$ cat config.mk
export PLATFORM = sky130hd
export DESIGN_NAME = logical_shifter_reg
export DESIGN_NICKNAME = d
export VERILOG_FILES = /design/src/rtl/logical_shifter_reg.sv
export SDC_FILE = /design/constraint.sdc
export NUM_CORES = 1
export LEC_CHECK = 0
export BUFFER_PORTS_ARGS = -buffer_cell sky130_fd_sc_hd__buf_4
export CORE_MARGIN = 1
export CORE_UTILIZATION = 50
export CTS_CLUSTER_DIAMETER = 80
export DETAILED_ROUTE_END_ITERATION = 10
export PLACE_DENSITY = 0.88
export SYNTH_ARGS = -nofsm -noshare
export SYNTH_HDL_FRONTEND = slang
export SYNTH_SLANG_ARGS = --single-unit
$ cat constraint.sdc
create_clock -name clk -period 2.3 [get_ports clk]
set_clock_uncertainty 0.15 [all_clocks]
set_input_delay 0.115 -clock clk [delete_from_list [all_inputs] [get_ports clk]]
set_output_delay 0.115 -clock clk [all_outputs]
set_load 0.02 [all_outputs]
$ cat src/rtl/logical_shifter_reg.sv
// Registered logical barrel shifter with a single-entry valid/ready output stage.
// Zero-fill left/right shifts; reports the last bit shifted out and an all-zero flag.
module logical_shifter_reg #(
    parameter int WIDTH   = 8,
    parameter int SHAMT_W = 2
) (
    input  logic               clk,
    input  logic               rst_n,
    input  logic [WIDTH-1:0]   di,
    input  logic [SHAMT_W-1:0] sel,
    input  logic               dir,
    input  logic               in_valid,
    output logic               in_ready,
    output logic [WIDTH-1:0]   o,
    output logic               carry_out,
    output logic               zero,
    output logic               out_valid,
    input  logic               out_ready
);

    logic [WIDTH:0]   lext;
    logic [WIDTH:0]   rext;
    logic [WIDTH-1:0] res;
    logic             res_cy;
    logic             res_zero;
    logic             accept;

    // One guard bit beyond the word catches the last bit shifted out;
    // it stays 0 when nothing is shifted.
    always_comb begin
        lext = {1'b0, di} << sel;
        rext = {di, 1'b0} >> sel;
        res = lext[WIDTH-1:0];
        res_cy = lext[WIDTH];
        if (dir) begin
            res = rext[WIDTH:1];
            res_cy = rext[0];
        end
        res_zero = (res == '0);
    end

    assign in_ready = !out_valid || out_ready;
    assign accept   = in_valid && in_ready;

    always_ff @(posedge clk or negedge rst_n) begin
        if (!rst_n) begin
            o         <= '0;
            carry_out <= 1'b0;
            zero      <= 1'b1;
            out_valid <= 1'b0;
        end else if (accept) begin
            o         <= res;
            carry_out <= res_cy;
            zero      <= res_zero;
            out_valid <= 1'b1;
        end else if (out_ready) begin
            out_valid <= 1'b0;
        end
    end

endmodule

# Word level (Yosys, flattened, before mapping)
# Cells that the tools add are included.
[totals]
regBits = 11
elab_cells = 15
out_inout_bits = 12
inputBits = 15
[classes]
n_mux = 4
reduce_logical = 5
shift = 2
[op_table]
columns = ["operator", "n"]
rows = [
  ["<< shifter 8 x 2 -> 9 bit", 1],
  ["right shift 9 x 2 -> 9 bit", 1],
  ["logical NOT 8 bit", 1],
  ["two-way mux 8 bit", 1],
  ["two-way mux 1 bit", 3],
  ["nonzero test 2 bit", 1],
  ["logical AND 1 bit", 1],
  ["logical NOT 1 bit", 1],
  ["logical OR 1 bit", 1],
]

# Logic depth before layout (Yosys ltp)
# Gate-level depths: netlist of run 1.
[logic_depth]
depth_word = 4
ltp_mapped = 7
mapped_depth_nobuf = 5

# Worst setup path after synthesis of run 1
# OpenSTA, ideal clock, no wires.
[synth_timing]
path_type = "reg-to-reg"
from = "reg out_valid"
to = "reg zero"
setup_slack_ps = 467
setup_ps = 61
path_buffers = 0
stages_incl_launch_ff = 6
period_less_slack_ps = 1833
arrival_time_ps = 1622
required_time_ps = 2089
path_cell_list = "dfrtp_1 nand2b_1 nand2_1 a2111oi_4 and3_1 a32o_2"
[synth_via]
elab_chain_len = 3
[synth_lines]
columns = ["element", "line_no", "text"]
rows = [
  ["start, declared", "17", "output logic out_valid,"],
  ["start signal, assigned", "50", "out_valid <= 1'b0;"],
  ["start signal, assigned", "55", "out_valid <= 1'b1;"],
  ["start signal, assigned", "57", "out_valid <= 1'b0;"],
  ["logical NOT 1 bit", "42", "assign in_ready = !out_valid || out_ready;"],
  ["logical OR 1 bit", "42", ""],
  ["via in_ready", "13", "output logic in_ready,"],
  ["logical AND 1 bit", "43", "assign accept = in_valid && in_ready;"],
  ["end signal, assigned", "54", "zero <= res_zero;"],
  ["end, declared", "16", "output logic zero,"],
]
# The timed path passes the listed nets, and every way through them passes these cells.
# A chain may end at the register's enable or synchronous reset.

# Worst setup path in the final report of run 1
[layout_timing]
from = "in sel[0]"
to = "reg zero"
[layout_via]
elab_chain_len = 3
elab_cells_between_ends = 4
classes_between = "shift: 2; mux: 1; reduce/logical: 1"
[layout_lines]
columns = ["element", "line_no", "text"]
rows = [
  ["start, declared", "10", "input logic [SHAMT_W-1:0] sel,"],
  ["<< shifter 8 x 2 -> 9 bit or right shift 9 x 2 -> 9 bit (tied branches)", "31, 32", ""],
  ["two-way mux 8 bit *", "35", "if (dir) begin"],
  ["logical NOT 8 bit *", "39", "res_zero = (res == '0);"],
]
# Every way passes the cells marked *; elsewhere a longest branch is shown, timed or not.

==> impl_metrics.yaml, run 1 <==
placement:
  io_buffers: 26
  place_ws_ns: 0.4185
  hpwl_um: 1670
  gp_congestion: 0.9471
  dpl_cell_area_mm2: 0.001051
sta:
  finalHoldViolCount: 0
  worstMarginPinSlew_ns: 0.4303
  rsz0062_at_grt: "no"
  drv_slew: 0
  maxSlewHeadroom_pct: 71.14
  max_freq_mhz: 619.6
  worst_slack_ns: 0.6860
  min_period_over_period_pct: 70.17
  final.setup.tns_ns: 0
  period_minus_slack_ns: 1.614
  setup_viol: 0
routing:
  wirelength_um: 2248
  wl_met2_um: 1114
  vias: 885
  wl_met1_um: 971
  wire_per_inst_um: 15.50
  dr_wl_met3_um: 127
  drt-pass1-iter-count: 7
  antenna_left: 0
  viasPerCell: 6.103
  drt_iter0_markers: 42
  highest_layer: "met4"
  drc: 3
critical_path:
  critPathCaptureType: "flop"
  cp.depth: 5
  r2r_start: "out_valid$_DFFE_PN0P_"
  timing.rr.end: "zero$_DFFE_PN1P_"
  worstRegToRegCells: 5
  ff2ff_setup_slack_ns: 0.70
  crit_slowest_cell: "mux4_2"
  crit_buf_inv: 1
  crit_end: "zero$_DFFE_PN1P_"
  path_class: "input pin to flop"
  worstPathCellList: "buf_4 > mux4_2 > a2111oi_4 > and3_1 > a32o_2"
  path_delay_family: "multiplexers"
  start_kind: "input pin"
  required_ns: 2.36
  crit_fanout: 26
  worstPathArrival_ns: 1.68
  max_stage_delay_ns: 0.57
  crit_start: "sel[0]"
grt:
  grt.overflow.total: 0
  antenna_found_initial: 0
  grt_max_degree: 27
  track_usage_pct: 25.85
  grt_pass1_wl_um: 3663
  grt_pass1_vias: 817
cts:
  cts_num_sinks: 11
  clk_pin_slew_worst_paths_ns: 0.07
  cts_made_buffers: 3
  clockBufferDepth: 2
  cts_tree: "done"
  insertion_delay_ns: 0.26
  postCtsSetupRepairBufs: 0
  cts_htree_levels: 1
  cts-root-buf: "clkbuf_4"
synthesis:
  ys_async_sr_fraction_pct: 100.0
  ys_seq_area_share_pct: 31.80
  synth_warnings: 0
  post_synth.cell_area_avg_um2: 8.361
  synth_commonest_cells: "14 x nand2_1, 10 x dfrtp_1, 8 x a21oi_1"
  yosysTopAreaCell: "dfrtp_1"
  synth_seq_cells: 11
  synthMostInstantiatedCell: "nand2_1"
  syn_inst: 104
  syn_nets: 119
  synth_top_area_share_pct: 28.78
  synth_enable_flop_cells: 0
  synth_ff_type: "dfrtp_1"
  synthesis.area_um2: 869.6
  synth_cell_types: 31
  synth_area_leaders: "dfrtp_1 29%, mux2i_1 6.9%, nand2_1 6.0%"
die:
  die_area_mm2: 0.001910
  coreArea_mm2: 0.001559
  die_w_um: 43.71
  start_util_pct: 55.78
  rows: 14
  fp.dieH_um: 43.71
  ioPinCount: 27
layout:
  post-route-util_pct: 70.39
  fin_area_mm2: 0.001097
  diodes: 0
  area_growth_pct: 26.19
  drive_gt1_share_pct: 27.91
  nets: 145
run_status:
  violations: "design-rule violations"
  status: "complete, but fails checks"
pwr:
  total_power_uw: 589.1
  max-vdd-ir-drop_v: 0.0002318
  p_leak_uw: 0.0005095
  powerDensity_mw_per_mm2: 536.9
job:
  maxCapViolations: 0
hold_path:
  min_path_type: "input pin to asynchronous set/reset pin"
==> layer usage <==
| layer | GRT usage, % | vias up |
|---|---|---|
| met2 | 45.07 | 43 |
| li1 | - | 435 |
| met3 | 1.667 | 6 |
| met1 | 32.98 | 401 |
| met4 | 10.63 | 0 |
| met5 | 0 | - |
==> worst min path at each step <==
stage                       endpoint  slack, ns
2_1_floorplan  carry_out$_DFFE_PN0P_      -0.33
3_3_place_gp        o[2]$_DFFE_PN0P_      -0.20
3_5_place_dp        o[2]$_DFFE_PN0P_      -0.19
4_1_cts        out_valid$_DFFE_PN0P_       0.06
5_1_grt             o[0]$_DFFE_PN0P_       0.07
6_report            o[7]$_DFFE_PN0P_       0.06
==> power by group <==
part	internal (µW)	total, µW	leakage (µW)	switching (µW)
Clock	67.0	127	0.0000150	59.8
Combinational	100	230	0.000360	130
Sequential	219	233	0.000134	13.2
Total	387	589	0.000510	203
==> kinds of logic (layout without fill, tap and decap cells) <==
logic type / Yosys count / count (layout) / synth area share, %
mux: 10 / 10 / 14.68
compound gates: 37 / 37 / 28.64
flops: 11 / 11 / 31.80
simple gates: 35 / 35 / 18.85
buf+inv: 11 / 36 / 6.042
==> metrics by stage <==
step           hold WS, ns  cells
6_report           0.06056    145
5_1_grt            0.07367    145
4_1_cts            0.06187    145
3_5_place_dp       -0.1940    139
3_3_place_gp       -0.1981    139
2_1_floorplan      -0.3306    104
==> cells in the final DEF (no fill, tap or decap), drive strengths merged <==
| cell type | n |
|---|---|
| a2111oi | 1 |
| a211oi | 5 |
| a21o | 1 |
| a21oi | 8 |
| a221oi | 1 |
| a22oi | 1 |
| a31oi | 2 |
| a32o | 2 |
| and3 | 3 |
| buf | 27 |
| clkbuf | 4 |
| dfrtp | 10 |
| dfstp | 1 |
| dlygate4sd3 | 2 |
| inv | 3 |
| mux2 | 2 |
| mux2i | 6 |
| mux4 | 2 |
| nand2 | 14 |
| nand2b | 6 |
| nand3 | 2 |
| nor2 | 6 |
| nor2b | 2 |
| nor3 | 2 |
| o211ai | 1 |
| o21ai | 12 |
| o22ai | 3 |
==> final cells by class <==
cell class | instances | area [µm²]
Clock buffer | 4 | 26.28
Fill cell | 140 | 461.7
Inverter | 3 | 11.26
Multi-Input combinational cell | 82 | 540.5
Sequential cell | 11 | 276.5
Tap cell | 16 | 20.02
Timing Repair Buffer | 29 | 222.7
==> worst register-to-register path, stage by stage, from the launching register on <==
cell       delay [ns]
dfrtp_1          0.39
nand2b_1         0.14
nand2_1          0.14
a2111oi_4        0.36
and3_1           0.21
a32o_2           0.16
==> state kept, by name, indices dropped and copies added (netlist names) <==
signal     cells
o              8
carry_out      1
out_valid      1
zero           1
==> what timing repair did <==
action	in CTS	in global routing
hold endpoints to repair	13	0
hold buffers	2	0
setup endpoints to repair	0	0
resized for setup	0	0
Note: power is estimated with default switching activity, not from simulation.
==> inputs of run 2 (changes only) <==
==> constraint.sdc (replaced) <==
create_clock -name clk -period 1.5 [get_ports clk]
set_clock_uncertainty 0.15 [all_clocks]
set_input_delay 0.075 -clock clk [delete_from_list [all_inputs] [get_ports clk]]
set_output_delay 0.075 -clock clk [all_outputs]
set_load 0.02 [all_outputs]
==> impl_metrics.yaml, run 2 (synthesis results as in run 1) <==
sta:
  drv_slew: 0
  min_period_over_period_pct: 97.54
  holdWs_ns: 0.01415
  rsz0062_at_grt: "no"
  max_freq_mhz: 683.5
  worstMarginPinSlew_ns: 0.3708
  maxSlewHeadroom_pct: 75.28
  setup_viol: 0
  worst_slack_ns: 0.03692
  finalHoldViolCount: 0
  period_minus_slack_ns: 1.463
critical_path:
  worstRegToRegCells: 3
  crit_top_cell: "dlygate4sd3_1"
  start_kind: "input pin"
  worstPathCellList: "dlygate4sd3_1 > buf_4 > nand2b_1 > dlygate4sd3_1"
  worstPathArrival_ns: 1.46
  crit_fanout: 3
  crit_slowest_cell: "dlygate4sd3_1"
  path_class: "input pin to flop"
  max_stage_delay_ns: 0.56
  crit_buf_inv: 3
  r2r_start: "out_valid$_DFFE_PN0P_"
  timing.rr.end: "out_valid$_DFFE_PN0P_"
  path_delay_family: "buffers and inverters"
  critPathCaptureType: "flop"
  ff2ff_setup_slack_ns: 0.08
  required_ns: 1.50
grt:
  grt_pass1_vias: 975
  use_met2_pct: 57.31
  busiest_layer: "met2"
  antenna_found_initial: 0
  gr-usage-met3_pct: 2.917
  track_usage_pct: 31.66
  grt_pass1_wl_um: 4429
  gr-usage-met1_pct: 36.81
  grt_max_degree: 18
  grt.overflow.total: 0
die:
  die_w_um: 43.71
  coreArea_mm2: 0.001559
  start_util_pct: 55.78
  fp.dieH_um: 43.71
  ioPinCount: 27
  die_area_mm2: 0.001910
  rows: 14
hold_path:
  min_path_type: "input pin to asynchronous set/reset pin"
run_status:
  violations: "design-rule violations"
  status: "complete, but fails checks"
placement:
  gp_congestion: 0.9070
  hpwl_um: 1942
  io_buffers: 26
  dp_cells: 160
  place_ws_ns: -0.1496
routing:
  wirelength_um: 2557
  antenna_left: 0
  drc: 3
  vias: 970
  drt-pass1-iter-count: 9
  drt_iter0_markers: 17
  wire_per_inst_um: 15.31
  viasPerCell: 5.808
layout:
  drive_gt1_share_pct: 39.74
  post-route-util_pct: 82.18
  largest_reg_flops: 8
  diodes: 0
  top_register: "o"
  final_cell_mix: "48 x buf_4, 13 x nand2_1, 9 x dfrtp_1"
  final_common_cell: "buf_4"
  nets: 167
  finalNonFillerCells: 167
  area_growth_pct: 47.34
cts:
  clockBufferDepth: 2
  cts_num_sinks: 11
  cts_made_buffers: 3
  insertion_delay_ns: 0.27
  cts-root-buf: "clkbuf_4"
  cts_htree_levels: 1
  clk_pin_slew_worst_paths_ns: 0.07
  cts_tree: "done"
  cts_resized: 0
pwr:
  max-vdd-ir-drop_v: 0.0004725
  p_leak_uw: 0.0006234
  powerDensity_mw_per_mm2: 760.8
job:
  maxCapViolations: 0
-- run 2: through the flow --
stage / TNS [ns] / total power [µW] / instance area [µm²]
6_report: 0 / 974.8 / 1281
3_3_place_gp: -0.08432 / 749.2 / 1225
4_1_cts: 0 / 969.1 / 1281
5_1_grt: 0 / 1029 / 1281
2_1_floorplan: -0.04106 / 570.8 / 887.1
3_5_place_dp: -0.1910 / 764.2 / 1225
-- run 2: worst max path at each step --
stage | from | to | cells after the start
finish | in_valid | out_valid$_DFFE_PN0P_ | 4
floorplan | out_valid$_DFFE_PN0P_ | zero$_DFFE_PN1P_ | 5
detailed placement | sel[0] | zero$_DFFE_PN1P_ | 5
global placement | dir | zero$_DFFE_PN1P_ | 6
global route | in_valid | out_valid$_DFFE_PN0P_ | 4
CTS | in_valid | out_valid$_DFFE_PN0P_ | 4
-- run 2: per-layer routing --
metal / wire length, µm / vias up
met5: 0 / -
met4: 82 / 0
met3: 140 / 10
met2: 1320 / 53
met1: 1015 / 431
li1: - / 476
-- run 2: repair_timing --
item                                   CTS  global route
setup buffers                            0             0
hold buffers                             3             0
setup endpoints to repair                1             0
endpoints found under the hold margin   13             0
-- run 2: power by group --
part | switching, µW | internal (µW) | leakage (µW)
sequential | 23.9 | 337 | 0.000133
combinational | 216 | 197 | 0.000475
clock | 97.9 | 103 | 0.0000150
total | 338 | 637 | 0.000623
-- run 2: layout make-up --
class                           instances  area, µm²
Clock buffer                            4      26.28
Fill cell                              97      277.8
Inverter                                3      11.26
Multi-Input combinational cell         82      555.5
Sequential cell                        11      277.8
Tap cell                               16      20.02
Timing Repair Buffer                   51      390.4
